[src/rtl/line_draw_arbiter.sv]
// line_draw_arbiter: round-robin owner of a single line_drawer that forwards its pixels as framebuffer writes.
// Optional DRAW watchdog (abort + sticky timeout) is built when LINE_ARB_TIMEOUT_EN is defined.
module line_draw_arbiter #(
  parameter int N          = 2,
  parameter int W          = 11,
  parameter int MAX_PIXELS = 2048
) (
  input  logic           clk,
  input  logic           reset_n,
  input  logic [N-1:0]   req_valid,
  output logic [N-1:0]   req_ready,
  input  logic [N*W-1:0] req_x0,
  input  logic [N*W-1:0] req_y0,
  input  logic [N*W-1:0] req_x1,
  input  logic [N*W-1:0] req_y1,
  input  logic [N-1:0]   req_color,
  output logic [N-1:0]   done,
  output logic           drawer_reset,
  output logic [W-1:0]   drawer_x0,
  output logic [W-1:0]   drawer_y0,
  output logic [W-1:0]   drawer_x1,
  output logic [W-1:0]   drawer_y1,
  input  logic [W-1:0]   drawer_x,
  input  logic [W-1:0]   drawer_y,
  output logic [W-1:0]   pixel_x,
  output logic [W-1:0]   pixel_y,
  output logic           pixel_color,
  output logic           pixel_we,
  output logic           busy,
  output logic           timeout,
  output logic [1:0]     dbg_state
);

  localparam int PW = (N > 1) ? $clog2(N) : 1;

  typedef enum logic [1:0] {
    IDLE = 2'd0,
    LOAD = 2'd1,
    DRAW = 2'd2
  } state_t;

  state_t          state_q, state_d;
  logic [PW-1:0]   rr_ptr_q, rr_ptr_d;
  logic [PW-1:0]   gnt_q, gnt_d;
  logic [W-1:0]    x0_q, x0_d, y0_q, y0_d, x1_q, x1_d, y1_q, y1_d;
  logic            color_q, color_d;
  logic [N-1:0]    done_q, done_d;
  logic [N-1:0]    grant_oh;
  logic [PW-1:0]   grant_idx;
  logic            found;
  int              scan_idx;
  logic            pixel_we_c;
  logic            hit;

`ifdef LINE_ARB_TIMEOUT_EN
  localparam int CW = $clog2(MAX_PIXELS + 1);
  logic [CW-1:0]   cnt_q, cnt_d;
  logic            timeout_q, timeout_d;
`else
  logic            unused_cfg;
  assign unused_cfg = ^MAX_PIXELS;
`endif

  // Handshake: a command transfers in the cycle req_valid[i] & req_ready[i]; ready is a
  // combinational one-hot grant that exists only in IDLE, so no command is ever queued.
  always_comb begin
    grant_oh  = '0;
    grant_idx = '0;
    found     = 1'b0;
    scan_idx  = 0;
    for (int k = 0; k < N; k++) begin
      scan_idx = int'(rr_ptr_q) + k;
      if (scan_idx >= N) scan_idx = scan_idx - N;
      if (!found && req_valid[scan_idx]) begin
        found              = 1'b1;
        grant_oh[scan_idx] = 1'b1;
        grant_idx          = scan_idx[PW-1:0];
      end
    end
  end

  assign hit = (drawer_x == x1_q) && (drawer_y == y1_q);

  always_comb begin
    state_d    = state_q;
    rr_ptr_d   = rr_ptr_q;
    gnt_d      = gnt_q;
    x0_d       = x0_q;
    y0_d       = y0_q;
    x1_d       = x1_q;
    y1_d       = y1_q;
    color_d    = color_q;
    done_d     = '0;
    pixel_we_c = 1'b0;
`ifdef LINE_ARB_TIMEOUT_EN
    cnt_d      = cnt_q;
    timeout_d  = timeout_q;
`endif
    unique case (state_q)
      IDLE: begin
        if (found) begin
          gnt_d    = grant_idx;
          x0_d     = req_x0[grant_idx*W +: W];
          y0_d     = req_y0[grant_idx*W +: W];
          x1_d     = req_x1[grant_idx*W +: W];
          y1_d     = req_y1[grant_idx*W +: W];
          color_d  = req_color[grant_idx];
          rr_ptr_d = (grant_idx == PW'(N - 1)) ? '0 : grant_idx + 1'b1;
          state_d  = LOAD;
        end
      end
      LOAD: begin
`ifdef LINE_ARB_TIMEOUT_EN
        cnt_d   = '0;
`endif
        state_d = DRAW;
      end
      DRAW: begin
`ifdef LINE_ARB_TIMEOUT_EN
        // The abort cycle writes nothing; the owner still gets its done pulse.
        if (cnt_q == CW'(MAX_PIXELS)) begin
          state_d       = IDLE;
          done_d[gnt_q] = 1'b1;
          timeout_d     = 1'b1;
        end else begin
          pixel_we_c = 1'b1;
          cnt_d      = cnt_q + 1'b1;
          if (hit) begin
            state_d       = IDLE;
            done_d[gnt_q] = 1'b1;
          end
        end
`else
        pixel_we_c = 1'b1;
        if (hit) begin
          state_d       = IDLE;
          done_d[gnt_q] = 1'b1;
        end
`endif
      end
      default: state_d = IDLE;
    endcase
  end

  always_ff @(posedge clk) begin
    if (!reset_n) begin
      state_q   <= IDLE;
      rr_ptr_q  <= '0;
      gnt_q     <= '0;
      x0_q      <= '0;
      y0_q      <= '0;
      x1_q      <= '0;
      y1_q      <= '0;
      color_q   <= 1'b0;
      done_q    <= '0;
`ifdef LINE_ARB_TIMEOUT_EN
      cnt_q     <= '0;
      timeout_q <= 1'b0;
`endif
    end else begin
      state_q   <= state_d;
      rr_ptr_q  <= rr_ptr_d;
      gnt_q     <= gnt_d;
      x0_q      <= x0_d;
      y0_q      <= y0_d;
      x1_q      <= x1_d;
      y1_q      <= y1_d;
      color_q   <= color_d;
      done_q    <= done_d;
`ifdef LINE_ARB_TIMEOUT_EN
      cnt_q     <= cnt_d;
      timeout_q <= timeout_d;
`endif
    end
  end

`ifdef LINE_ARB_TIMEOUT_EN
  assign timeout = timeout_q;
`else
  assign timeout = 1'b0;
`endif

  assign req_ready    = (state_q == IDLE && reset_n) ? grant_oh : '0;
  assign done         = done_q;
  assign busy         = (state_q != IDLE);
  assign drawer_reset = (state_q == LOAD);
  assign drawer_x0    = x0_q;
  assign drawer_y0    = y0_q;
  assign drawer_x1    = x1_q;
  assign drawer_y1    = y1_q;
  assign pixel_we     = pixel_we_c;
  assign pixel_x      = pixel_we_c ? drawer_x : '0;
  assign pixel_y      = pixel_we_c ? drawer_y : '0;
  assign pixel_color  = pixel_we_c & color_q;
  assign dbg_state    = state_q;

endmodule

[config.mk]
export PLATFORM = sky130hd
export DESIGN_NAME = line_draw_arbiter
export DESIGN_NICKNAME = d
export VERILOG_FILES = /design/src/rtl/line_draw_arbiter.sv
export SDC_FILE = /design/constraint.sdc
export NUM_CORES = 1
export LEC_CHECK = 0
export BUFFER_PORTS_ARGS = -buffer_cell sky130_fd_sc_hd__buf_2
export CAP_MARGIN = 40
export CORE_MARGIN = 10
export CORE_UTILIZATION = 39
export CTS_CLUSTER_SIZE = 16
export DETAILED_ROUTE_END_ITERATION = 8
export GPL_ROUTABILITY_DRIVEN = 0
export PLACE_DENSITY = 0.81
export REMOVE_ABC_BUFFERS = 1
export SYNTH_ARGS = -nofsm -noshare
export SYNTH_HDL_FRONTEND = slang
export SYNTH_SLANG_ARGS = --single-unit
[constraint.sdc]
create_clock -name clk -period 1.6 [get_ports clk]
set_input_delay 0.08 -clock clk [delete_from_list [all_inputs] [get_ports clk]]
set_output_delay 0.08 -clock clk [all_outputs]
set_load 0.1 [all_outputs]
==> report_table.html <==
<table>
<tr><th>Metric</th><th>Value</th></tr>
<tr><th colspan="2">Timing</th></tr>
<tr><td>Setup-failing EPs final</td><td>0</td></tr>
<tr><td>Part of the cycle the worst path needs</td><td>95.5%</td></tr>
<tr><td>Total count of hold-check failures in the final report</td><td>0</td></tr>
<tr><td>Timing-limited maximum frequency</td><td>654 MHz</td></tr>
<tr><td>Time the final worst path needs with I/O delays and setup</td><td>1530 ps</td></tr>
<tr><td>Setup repair after global routing missed its margin</td><td>false</td></tr>
<tr><td>Pins Over Slew Limit</td><td>0</td></tr>
<tr><td>Setup clock skew after layout</td><td>10.8 ps</td></tr>
<tr><td>Crit path setup slack, layout</td><td>71.3 ps</td></tr>
<tr><th colspan="2">Route</th></tr>
<tr><td>Via-per-instance ratio</td><td>5.53</td></tr>
<tr><td>DRC violations left</td><td>0</td></tr>
<tr><td>Routed wirelength normalized by instance count</td><td>18.9 microns</td></tr>
<tr><td>Total iterations of the first detailed-routing run</td><td>8</td></tr>
<tr><td>Via count of the routed design</td><td>2822</td></tr>
<tr><td>Final WL</td><td>9660 microns</td></tr>
<tr><td>Number of nets with antenna violations after routing</td><td>0</td></tr>
<tr><td>Iteration-0 DRC Markers</td><td>206</td></tr>
<tr><th colspan="2">Power</th></tr>
<tr><td>Maximum vdd drop</td><td>0.774 mV</td></tr>
<tr><td>Cell area power density</td><td>1140 nW/um^2</td></tr>
<tr><td>Total power after layout</td><td>4.42 mW</td></tr>
<tr><td>Static Leak</td><td>1.90 nW</td></tr>
<tr><th colspan="2">Setup path</th></tr>
<tr><td>Slowest cell delay on critical path</td><td>390 ps</td></tr>
<tr><td>Slowest-stage cell, CP</td><td>dfxtp_2</td></tr>
<tr><td>Ordered list of cells on the worst path</td><td>nor2b_4 &gt; buf_6 &gt; and2_1 &gt; buf_12</td></tr>
<tr><td>Arr. time, crit path</td><td>1450 ps</td></tr>
<tr><td>Kind of start point of the critical path</td><td>register</td></tr>
<tr><td>Required @ worst endpoint</td><td>1520 ps</td></tr>
<tr><td>Family of cells with the greatest summed delay on the critical path</td><td>simple AND/OR/NAND/NOR gates</td></tr>
<tr><td>Critical-path maximum fanout</td><td>11</td></tr>
<tr><td>CP Buf/Inv Count</td><td>2</td></tr>
<tr><td>Critical path class</td><td>reg -&gt; out</td></tr>
<tr><td>Critical path endpoint category</td><td>primary output</td></tr>
<tr><th colspan="2">Global route</th></tr>
<tr><td>Number of global-route vias before repair</td><td>2896</td></tr>
<tr><td>Aggregate global-route resource usage</td><td>18.7%</td></tr>
<tr><td>Antenna violations before repair</td><td>0</td></tr>
<tr><td>Largest net degree at the start of global routing</td><td>29</td></tr>
<tr><td>Global-route congestion overflow total</td><td>0</td></tr>
<tr><td>Wire length of the first global-routing pass</td><td>14900 microns</td></tr>
<tr><th colspan="2">Clock network</th></tr>
<tr><td>Number of sinks handled by clock tree synthesis</td><td>51</td></tr>
<tr><td>Clock-pin slew of the registers on the worst-case setup and hold paths</td><td>100 ps</td></tr>
<tr><td>Buffer depth of the longest clock path</td><td>2</td></tr>
<tr><td>Clock tree from TritonCTS</td><td>built</td></tr>
<tr><td>CTS H-tree depth</td><td>2</td></tr>
<tr><td>Number of CTS-inserted buffers</td><td>5</td></tr>
<tr><td>Number of hold buffers added after cts</td><td>0</td></tr>
<tr><td>CTS Root Buffer Type</td><td>clkbuf_8</td></tr>
<tr><td>Post CTS Setup Buffer Count</td><td>0</td></tr>
<tr><td>Latest clock arrival within the worst-skew pair</td><td>300 ps</td></tr>
<tr><th colspan="2">Synth</th></tr>
<tr><td>Gate count of the mapped netlist</td><td>246</td></tr>
<tr><td>Distinct cell type count of the synthesized netlist</td><td>22</td></tr>
<tr><td>Sequential area share after synthesis</td><td>43.8%</td></tr>
<tr><td>Netlist area before placement</td><td>2330 sq um</td></tr>
<tr><td>Average cell area after synthesis</td><td>9.47 sq um</td></tr>
<tr><td>Number of storage elements in the synthesis netlist</td><td>51</td></tr>
<tr><td>Syn. warnings</td><td>0</td></tr>
<tr><th colspan="2">Flow run</th></tr>
<tr><td># Max-Cap Violations</td><td>0</td></tr>
<tr><th colspan="2">Floorplanning</th></tr>
<tr><td># IOs</td><td>193</td></tr>
<tr><td>Height of the chip</td><td>97.3 microns</td></tr>
<tr><td>Die X-Extent</td><td>97.3 microns</td></tr>
<tr><td>Count of standard-cell rows</td><td>28</td></tr>
<tr><td>Initial core utilization</td><td>39.8%</td></tr>
<tr><td>Die Outline Area</td><td>9460 sq um</td></tr>
<tr><td>CORE AREA</td><td>5850 sq um</td></tr>
<tr><th colspan="2">Cells and area</th></tr>
<tr><td>Most frequent cells in the layout</td><td>164 x buf_2, 50 x nor2_1, 49 x dfxtp_1</td></tr>
<tr><td>Final #Nets</td><td>550</td></tr>
<tr><td>Fill count</td><td>474</td></tr>
<tr><td>Final cell count without fillers</td><td>510</td></tr>
<tr><td>Diode count</td><td>0</td></tr>
<tr><td>Most common library cell in the layout ignoring fill and taps</td><td>buf_2</td></tr>
<tr><td>Synth-to-layout area growth</td><td>65.9%</td></tr>
<tr><td>Share of layout cells above drive strength 1</td><td>50.3%</td></tr>
<tr><th colspan="2">Worst hold path</th></tr>
<tr><td>Type of the tightest min-delay check</td><td>in -&gt; reg</td></tr>
<tr><th colspan="2">Place</th></tr>
<tr><td>Placed cells</td><td>501</td></tr>
<tr><td>DPL Wire Length</td><td>7620 microns</td></tr>
<tr><td>Total of buffers placed on input and output ports</td><td>191</td></tr>
<tr><td>Worst setup timing slack at the placement stage</td><td>127 ps</td></tr>
<tr><th colspan="2">Status</th></tr>
<tr><td>Status</td><td>complete, no violations</td></tr>
</table>
[report_power, final]
group / internal [mW] / leakage, nW / switching [mW] / total [mW]
registers: 1.39 / 0.420 / 0.0948 / 1.49
clock network: 0.306 / 0.0412 / 0.407 / 0.714
logic: 0.580 / 1.44 / 1.64 / 2.22
[final timing paths]
kind	from	endpoint	cells past startpoint	slack, ps
worst min-delay path	req_x1[16]	drawer_x1[5]	3	30
worst max-delay path	dbg_state[1]	pixel_y[6]	4	70
worst max register to register	dbg_state[0]	drawer_y0[6]	5	170
worst min register to register	gnt_q	done[0]	1	470
[metrics by stage]
step | setup TNS [ps] | hold slack [ps] | util (%) | area, sq um
detailed placement | 0 | 345 | 64.0 | 3740
global placement | 0 | 333 | 64.0 | 3740
floorplan | -113470 | 224 | - | 2190
global route | 0 | 33.2 | 66.0 | 3860
finish | 0 | 34.0 | 66.0 | 3860
CTS | 0 | 21.9 | 65.8 | 3850
[registers in the layout, indices dropped and copies added (netlist names)]
| name | flops |
|---|---|
| drawer_x0 | 11 |
| drawer_x1 | 11 |
| drawer_y0 | 11 |
| drawer_y1 | 11 |
| dbg_state | 2 |
| done | 2 |
| color_q | 1 |
| gnt_q | 1 |
| rr_ptr_q | 1 |
[cell families (layout without fill, tap and decap cells)]
logic type	after synthesis	in the layout	share of synthesized area (%)
AND/OR/NAND/NOR	97	97	20.8
flip-flops	51	51	43.8
AO/OA/AOI/OAI	49	49	20.5
buffers and inverters	26	215	6.39
XOR/XNOR	22	22	8.27
other	1	1	0.161
[cells in the mapped netlist, drive strengths merged]
| master | n | area (sq um) |
|---|---|---|
| and3 | 2 | 22.5 |
| o21ai | 1 | 5.00 |
| clkbuf | 9 | 33.8 |
| nand2 | 3 | 11.3 |
| buf | 14 | 104 |
| a222oi | 45 | 450 |
| a21oi | 2 | 10.0 |
| nor4 | 10 | 62.6 |
| xor2 | 22 | 193 |
| nand3b | 1 | 7.51 |
| dfxtp | 51 | 1020 |
| and2 | 25 | 156 |
| nand2b | 1 | 6.26 |
| inv | 3 | 11.3 |
| nor2 | 51 | 194 |
| o221a | 1 | 11.3 |
| nand4 | 2 | 12.5 |
| conb | 1 | 3.75 |
| nor2b | 2 | 12.5 |
[final cells by class]
cell class | instances | area (sq um) | area share, %
Timing Repair Buffer | 204 | 1470 | 38.0
Clock inverter | 2 | 12.5 | 0.324
Clock buffer | 6 | 72.6 | 1.88
Multi-Input combinational cell | 169 | 1180 | 30.6
Sequential cell | 51 | 1020 | 26.5
Inverter | 3 | 11.3 | 0.292
Tap cell | 75 | 93.8 | 2.43
[routing by layer]
metal,GRT usage (%),routed length [microns]
met1,20.0,3580
met2,34.2,5060
met3,5.69,818
met4,5.59,196
met5,0,0
[worst reg2reg max path, stage by stage (launching register included)]
cell and delay, ps:
dfxtp_2 400, nor2_4 70, and3_4 190, buf_4 210, a222oi_1 370, nor2_1 90
[what timing repair did]
| item | CTS | global route |
|---|---|---|
| setup endpoints to repair | 21 | 34 |
| gates cloned | 1 | 0 |
| gates resized for setup | 4 | 6 |
Note: power is estimated with default switching activity, not from simulation.
